## config.mk

```make
export PLATFORM = sky130hd
export DESIGN_NAME = bldc_gate_drive
export DESIGN_NICKNAME = d
export VERILOG_FILES = /design/src/rtl/bldc_gate_drive.sv
export SDC_FILE = /design/constraint.sdc
export NUM_CORES = 1
export LEC_CHECK = 0
export ABC_AREA = 1
export CORE_MARGIN = 4
export CORE_UTILIZATION = 45
export DETAILED_ROUTE_END_ITERATION = 6
export PLACE_DENSITY = 0.67
export SLEW_MARGIN = 5
export SYNTH_ARGS = -nofsm -noshare
export SYNTH_HDL_FRONTEND = slang
export SYNTH_SLANG_ARGS = --single-unit
```

## constraint.sdc

```tcl
create_clock -name clk_i -period 5.67 [get_ports clk_i]
set_clock_uncertainty 0.05 [all_clocks]
set_input_delay 0.567 -clock clk_i [delete_from_list [all_inputs] [get_ports clk_i]]
set_output_delay 0.567 -clock clk_i [all_outputs]
set_load 0.005 [all_outputs]
```

## src/rtl/bldc_gate_drive.sv

```systemverilog
`default_nettype none
// ============================================================================
// Module   : bldc_gate_drive
// Purpose  : Converts the 6-bit phase status word {AH,AL,BH,BL,CH,CL} into
//            the six H-bridge gate signals. High-side switches are chopped by
//            an edge-aligned PWM, and low-side switches are held on. Each
//            commutation inserts a programmable all-off dead time. Illegal
//            shoot-through requests latch a sticky fault.
// Ports    : clk_i, rst_ni (async, active-low)
//            ena_i        - enable; low forces IDLE and clears the fault
//            status_i     - requested phase pattern
//            period_i     - PWM counter top (period minus 1)
//            duty_i       - high-side on-cycles per period
//            deadtime_i   - all-off cycles per commutation
//            gate_o       - registered gate drive, same bit order as status_i
//            pwm_sync_o   - registered pulse on the PWM period-start cycle
//            fault_o      - registered sticky shoot-through fault
// Revision : 1.0 - initial release
// ============================================================================
module bldc_gate_drive #(
  parameter int CNT_W = 10,
  parameter int DT_W  = 6
) (
  input  logic             clk_i,
  input  logic             rst_ni,
  input  logic             ena_i,
  input  logic [5:0]       status_i,
  input  logic [CNT_W-1:0] period_i,
  input  logic [CNT_W-1:0] duty_i,
  input  logic [DT_W-1:0]  deadtime_i,
  output logic [5:0]       gate_o,
  output logic             pwm_sync_o,
  output logic             fault_o
);

  typedef enum logic [1:0] {
    S_IDLE  = 2'd0,
    S_RUN   = 2'd1,
    S_DEAD  = 2'd2,
    S_FAULT = 2'd3
  } state_e;

  // Low-side bits stay on while the high-side bits are in their PWM off-phase.
  localparam logic [5:0] c_LS_MASK = 6'b010101;

  state_e           state_q,  state_d;
  logic [CNT_W-1:0] cnt_q,    cnt_d;
  logic [CNT_W-1:0] period_q, period_d;
  logic [CNT_W-1:0] duty_q,   duty_d;
  logic [5:0]       status_q, status_d;
  logic [DT_W-1:0]  dt_q,     dt_d;
  logic [5:0]       gate_q,   gate_d;
  logic             sync_q,   sync_d;
  logic             fault_q,  fault_d;

  logic             w_illegal;
  logic             w_pwm_on;

  assign w_illegal = (status_i[5] & status_i[4]) |
                     (status_i[3] & status_i[2]) |
                     (status_i[1] & status_i[0]);

  // Next-state logic. Priority: ena_i low, illegal pattern, commutation,
  // then PWM wrap.
  always_comb begin
    state_d  = state_q;
    cnt_d    = cnt_q;
    period_d = period_q;
    duty_d   = duty_q;
    status_d = status_q;
    dt_d     = dt_q;

    if (!ena_i) begin
      state_d = S_IDLE;
      cnt_d   = '0;
    end else begin
      case (state_q)
        S_IDLE: begin
          period_d = period_i;
          duty_d   = duty_i;
          status_d = status_i;
          cnt_d    = '0;
          state_d  = S_RUN;
        end
        S_RUN, S_DEAD: begin
          if (w_illegal) begin
            state_d = S_FAULT;
            cnt_d   = '0;
          end else begin
            // PWM counter keeps running through dead time; period and duty
            // are shadow-loaded only at the wrap to avoid mid-period glitches.
            if (cnt_q == period_q) begin
              cnt_d    = '0;
              period_d = period_i;
              duty_d   = duty_i;
            end else begin
              cnt_d = cnt_q + CNT_W'(1);
            end

            if (state_q == S_RUN) begin
              if (status_i != status_q) begin
                if (deadtime_i == '0) begin
                  status_d = status_i;
                end else begin
                  dt_d    = deadtime_i;
                  state_d = S_DEAD;
                end
              end
            end else begin
              // The pending target is simply the live request: the latest
              // status_i wins and the dead-time count is never restarted.
              dt_d = dt_q - DT_W'(1);
              if (dt_q <= DT_W'(1)) begin
                status_d = status_i;
                state_d  = S_RUN;
              end
            end
          end
        end
        S_FAULT: begin
          cnt_d = '0;
        end
        default: begin
          state_d = S_IDLE;
          cnt_d   = '0;
        end
      endcase
    end
  end

  // Outputs are derived from the next-state values so they line up with the
  // edge that commits the state.
  assign w_pwm_on = (cnt_d < duty_d);

  always_comb begin
    gate_d  = '0;
    sync_d  = 1'b0;
    fault_d = 1'b0;
    case (state_d)
      S_RUN: begin
        gate_d = w_pwm_on ? status_d : (status_d & c_LS_MASK);
        sync_d = (cnt_d == '0);
      end
      S_DEAD: begin
        sync_d = (cnt_d == '0);
      end
      S_FAULT: begin
        fault_d = 1'b1;
      end
      default: begin
        gate_d = '0;
      end
    endcase
  end

  always_ff @(posedge clk_i or negedge rst_ni) begin
    if (!rst_ni) begin
      state_q  <= S_IDLE;
      cnt_q    <= '0;
      period_q <= '0;
      duty_q   <= '0;
      status_q <= '0;
      dt_q     <= '0;
      gate_q   <= '0;
      sync_q   <= 1'b0;
      fault_q  <= 1'b0;
    end else begin
      state_q  <= state_d;
      cnt_q    <= cnt_d;
      period_q <= period_d;
      duty_q   <= duty_d;
      status_q <= status_d;
      dt_q     <= dt_d;
      gate_q   <= gate_d;
      sync_q   <= sync_d;
      fault_q  <= fault_d;
    end
  end

  assign gate_o     = gate_q;
  assign pwm_sync_o = sync_q;
  assign fault_o    = fault_q;

endmodule
`default_nettype wire

```

# Word-level counts from Yosys, hierarchy flattened
# Index checks and enable logic that the tools add are counted.
dict set report totals {
  register_bits 52
  inputBits 35
  output_inout_bits 8
  wordCells 72
}
dict set report op_classes {
  n_addsub 2
  order_cmp 2
  eq_ne 12
  n_mux 32
  bitwise 6
  n_reduce_logical 9
}
# cell count
set op_table {}
lappend op_table {{2-to-1 mux 10 bit} 8}
lappend op_table {{2-to-1 mux 6 bit} 11}
lappend op_table {{one-hot mux 10 bit (2 select lines)} 3}
lappend op_table {{2-to-1 mux 2 bit} 6}
lappend op_table {{one-hot mux 6 bit (2 select lines)} 1}
lappend op_table {{adder 10 x 1 -> 10 bit, second input constant} 1}
lappend op_table {{equality test 10 bit} 1}
lappend op_table {{logical NOT 10 bit} 1}
lappend op_table {{less-than comparator 10 bit} 1}
lappend op_table {{equality test 2 bit, second input constant} 4}
lappend op_table {{less-or-equal comparator 6 x 1 -> 1 bit, second input constant} 1}
lappend op_table {{logical NOT 6 bit} 1}
lappend op_table {{!= test 2 bit, second input constant} 3}
lappend op_table {{!= test 6 bit} 1}
lappend op_table {{OR reduction 2 bit} 3}
lappend op_table {{subtractor 6 x 1 -> 6 bit, second input constant} 1}
lappend op_table {{AND reduction 5 bit} 1}
lappend op_table {{equality test 2 x 1 -> 1 bit, second input constant} 2}
lappend op_table {{one-hot mux 2 bit (2 select lines)} 1}
lappend op_table {{AND reduction 4 bit} 1}
lappend op_table {{bitwise AND 1 bit} 3}
lappend op_table {{logical NOT 2 bit} 1}
lappend op_table {{2-to-1 mux 1 bit} 2}
lappend op_table {{!= test 2 x 1 -> 1 bit, second input constant} 1}
lappend op_table {{other kinds (3)} 4}

# Depth between registers and ports, before layout
dict set report logic_depth {
  depth_word 10
  depth_mapped 19
  depth_no_buf 18
}

# Worst setup path before layout
# Ideal clock, no wire load.
dict set report synth_path {
  kind {in2reg}
  from {in status_i[5]}
  to {reg gate_q[1], in the netlist gate_o[1]}
  setup_time_ns 0.071
  arrival_ns 2.448
  required_ns 5.549
  path_slack_ns 3.101
  cell_stages 16
  n_path_buf 1
  path_cell_list {nand2_1 > nand3_1 > inv_1 > nand3_2 > buf_6 > a21oi_1 > o21ai_0 > a22oi_1 > inv_1 > ha_1 > a21oi_1 > nor2_1 > a211oi_1 > o221a_2 > nand2_1 > nor2_1}
}
dict set report synth_between {
  elab_chain_cells 9
  elab_cells_between_ends 24
  cone_classes {1 x order compare; 2 x eq/ne; 18 x mux; 3 x bitwise}
}
# element line
set synth_rtl {}
lappend synth_rtl {{from (decl)} 27} ;# input logic [5:0] status_i,
lappend synth_rtl {{bitwise AND 1 bit} 59} ;# assign w_illegal = (status_i[5] & status_i[4]) |
lappend synth_rtl {{OR 1 bit} 59}
lappend synth_rtl {{OR 1 bit} 60} ;# (status_i[3] & status_i[2]) |
lappend synth_rtl {{2-to-1 mux 10 bit} 86} ;# if (w_illegal) begin
lappend synth_rtl {{one-hot mux 10 bit (2 select lines)} 77} ;# case (state_q)
lappend synth_rtl {{2-to-1 mux 10 bit} 73} ;# if (!ena_i) begin
lappend synth_rtl {{net duty_d[3]} 49} ;# logic [CNT_W-1:0] duty_q, duty_d;
lappend synth_rtl {{less-than comparator 10 bit} 133} ;# assign w_pwm_on = (cnt_d < duty_d);
lappend synth_rtl {{2-to-1 mux 6 bit} 141} ;# gate_d = w_pwm_on ? status_d : (status_d & c_LS_MASK);
lappend synth_rtl {{2-to-1 mux 6 bit} 139} ;# case (state_d)
lappend synth_rtl {{net gate_d[1]} 52} ;# logic [5:0] gate_q, gate_d;
lappend synth_rtl {{to (signal assigned)} 174} ;# gate_q <= gate_d;
lappend synth_rtl {{to (decl)} 52}
# The timed path passes the listed nets, and every way through them passes these cells.
# A chain may end at the register's enable or synchronous reset.

# Final worst setup path
dict set report layout_path {
  from {in status_i[2]}
  to {reg gate_q[3], in the netlist gate_o[3]}
}
dict set report layout_between {
  elab_chain_cells 9
  elab_cells_between_ends 24
  cone_classes {1 x order compare; 2 x eq/ne; 18 x mux; 3 x bitwise}
}
# element line
set layout_rtl {}
lappend layout_rtl {{bitwise AND 1 bit} 60}
lappend layout_rtl {{OR 1 bit} 59}
lappend layout_rtl {{OR 1 bit} 60}
lappend layout_rtl {{2-to-1 mux 10 bit} 86}
lappend layout_rtl {{one-hot mux 10 bit (2 select lines)} 77}
lappend layout_rtl {{2-to-1 mux 10 bit} 73}
lappend layout_rtl {{net duty_d[3]} 49}
lappend layout_rtl {{less-than comparator 10 bit} 133}
lappend layout_rtl {{2-to-1 mux 6 bit} 141}
lappend layout_rtl {{2-to-1 mux 6 bit} 139}
lappend layout_rtl {{net gate_d[3]} 52}
# The timed path passes the listed nets, and every way through them passes these cells.

==> flow_summary.toml <==
[clock_tree]
clock_path_buffers = 2
cts_buffers = 5
root_buffer = "clkbuf_8"
htree_levels = 2
path_clk_slew_ns = 0.10
insertion_delay_ns = 0.30
clock_sinks = 52
cts_resized = 0
cts_setup_buffers = 0
holdBufCountCts = 0
cts_tree = "built"

[synth]
synth_edf_count = 0
syn_area_sq_um = 3310
ys_warn_count = 0
yosys.cell_types.count = 38
syn_inst = 434
ys_async_sr_fraction = 1.00
synth-seq-cells = 52
syn_area_per_cell_sq_um = 7.63
yosysSeqAreaShare = 0.393
synth_ff_type = "dfrtp_1"
syn-num-nets = 486

[die]
ios = 43
dieArea_sq_um = 8800
rows = 31
fp.dieW_microns = 93.8
coreArea_sq_um = 7210
initial_core_util = 0.459
dieHeight_microns = 93.8

[critical_path]
crit_arrival_ns = 3.86
critPathBufInv = 3
worstPathRequired_ns = 5.86
r2r-start = "state_q[1]"
cp_max_fo = 20
crit_end = "gate_o[3]"
crit_type = "in2reg"
crit_start = "status_i[2]"
r2r-end = "gate_o[3]"
path_delay_family = "compound AO/OA/AOI/OAI gates"
cp-end-kind = "register"
slowest_stage = "clkdlybuf4s50_1"
reg2reg_slack_ns = 2.21
reg2reg_depth = 13
crit_path_start_kind = "primary input"
worst-path-stages = 16
critPathMaxStageDelay_ns = 0.50
path_cells = "clkdlybuf4s50_1, nand2_1, nand3_1, inv_1, nand3_2, a21oi_1, o21ai_0, a22oi_1, inv_1, ha_1, a21oi_1, nor2_1, a211oi_1, o221a_2, nand2_1, nor2_1"

[layout]
fill_cells = 717
antennaDiodeCount = 0
area_growth_pct = 16.5
drive_gt1_frac = 0.0556
final_nets = 520

[place]
place.gp.congestion = 0.804
io_buffers = 42
hpwl_microns = 5470

[pwr]
power_frac_comb = 0.506
p_switching_w = 0.000684
ir_drop_mv = 0.234
power_frac_clock = 0.127
pwr-share-seq = 0.367
power_w = 0.00163
intPower_w = 0.000942
p_per_area_nw_per_um2 = 421
p_leak_nw = 1.85
swShare = 0.421

[global_routing]
grt_pass1_vias = 2684
grt_max_degree = 53
antenna_found_initial = 0
grt_pass1_wl_microns = 12500
grt_util_all_layers = 0.176
grt.overflow.total = 0

[route]
dr.pass1.iters = 4
finalWirelength_microns = 7450
wl_per_cell_microns = 13.1
num_vias = 2906
drc = 0
vias_per_cell = 5.13
detail-route-antenna-nets = 0
drt_iter0_markers = 128

[timing]
maxSlewViolCount = 0
max_freq_mhz = 272
setup_viol = 0
period_needed_ns = 3.67
fin_crit_sh = 0.647
rsz0062_at_grt = "false"
finalHoldViolCount = 0
setup_tns_ns = 0
tightest_slew_ns = 1.01
relSlewSlack = 0.323

[min_path]
worstHoldPathType = "in2async"

[flow_run]
cap_violations = 0

[status]
outcome = "finished, final reports clean"
-- power groups by stage --
stage                     clock network (W)  logic, W  registers [W]
after floorplan                           0  0.000637       0.000582
after global placement                    0  0.000808       0.000599
after detailed placement                  0  0.000826       0.000600
after CTS                          0.000216  0.000828       0.000596
after global routing               0.000229  0.000947       0.000615
final                              0.000207  0.000823       0.000596
-- per-stage QoR --
step	instance area (sq um)	hold WS [ns]	setup WS, ns	std cells	util
floorplan	3310	0.221	3.10	434	-
global placement	3780	0.463	1.84	560	0.524
detailed placement	3780	0.474	1.72	560	0.524
CTS	3860	0.338	2.04	567	0.535
global route	3860	0.377	1.72	567	0.535
finish	3860	0.296	2.00	567	0.535
-- placed cells by master (no fill, tap or decap), drive strengths merged, types with 5 or more instances in the layout --
master	netlist	routed
inv	61	61
nor2	40	40
mux2	6	6
nand2	92	92
o211ai	8	8
nor3	11	11
dfrtp	52	52
xnor2	7	7
o21ai	31	31
a21oi	41	41
ha	17	17
clkdlybuf4s50	0	41
nand3	13	13
clkbuf	14	5
a22oi	15	15
-- sequential cells by signal, summed over array words and instances (netlist names) --
register / flops
gate_o: 6
pwm_sync_o: 1
status_q: 6
cnt_q: 10
fault_o: 1
duty_q: 10
period_q: 10
state_q: 2
dt_q: 6
-- synth_stat cells, types with 2 or more instances --
master / number / share of area
a22oi_1: 15 / 0.034
clkbuf_1: 12 / 0.014
inv_2: 4 / 0.0045
xnor2_1: 7 / 0.019
mux2_4: 2 / 0.0091
nor3_1: 11 / 0.017
nand3_1: 12 / 0.018
and2_1: 3 / 0.0057
inv_1: 57 / 0.065
o21ai_0: 30 / 0.045
buf_6: 2 / 0.0068
dfrtp_1: 52 / 0.39
a31oi_1: 3 / 0.0057
a21oi_1: 40 / 0.060
nand4_1: 3 / 0.0057
mux2_2: 4 / 0.014
xor2_1: 3 / 0.0079
ha_1: 17 / 0.064
nor3b_1: 3 / 0.0068
o211ai_1: 8 / 0.018
nand2_1: 91 / 0.10
nor2_1: 39 / 0.044
-- kinds of logic after synthesis --
group / share of synthesized area
buffers and inverters: 0.0933
and+or+nand+nor: 0.215
AOI/OAI and AO/OA: 0.186
muxes: 0.0227
xor gates and xnor gates: 0.0264
adders and majority gates: 0.0642
DFF: 0.393
-- area by class of cell --
type	instances	area [sq um]	area share
multi-input cells	305	1700	0.441
flip-flops and latches	52	1300	0.337
repair buffers	43	423	0.110
inverters	61	229	0.0593
well taps	99	124	0.0321
clock buffers	5	68.8	0.0178
clock inverters	2	12.5	0.00324
-- worst min path at each step --
stage                 from          end  slack [ns]  cells after the start
3_5_place_dp   period_q[9]  period_q[9]        0.47                      1
6_report            rst_ni  period_q[3]        0.30                      2
2_1_floorplan       rst_ni     cnt_q[0]        0.22                      0
3_3_place_gp   period_q[9]  period_q[9]        0.46                      1
4_1_cts             rst_ni  period_q[2]        0.34                      2
5_1_grt             rst_ni  period_q[3]        0.38                      2
-- worst register-to-register path: stages, from the launching register on --
cell      delay [ns]
dfrtp_1         0.41
inv_1           0.08
ha_1            0.59
inv_2           0.21
nor3_1          0.36
nand2_2         0.20
nor3_1          0.41
ha_1            0.33
nand2_1         0.09
nor2_1          0.05
a211oi_1        0.18
o221a_2         0.22
nand2_1         0.11
nor2_1          0.12
-- routing by layer --
metal  global-route usage  vias to the layer above  part of all wire
met5                    0                        -                 0
met3               0.0248                        7             0.042
met1                0.249                     1342              0.49
met4               0.0385                        0             0.013
li1                     -                     1493                 -
met2                0.286                       64              0.46
No activity file was read; power rests on OpenSTA's default activity.
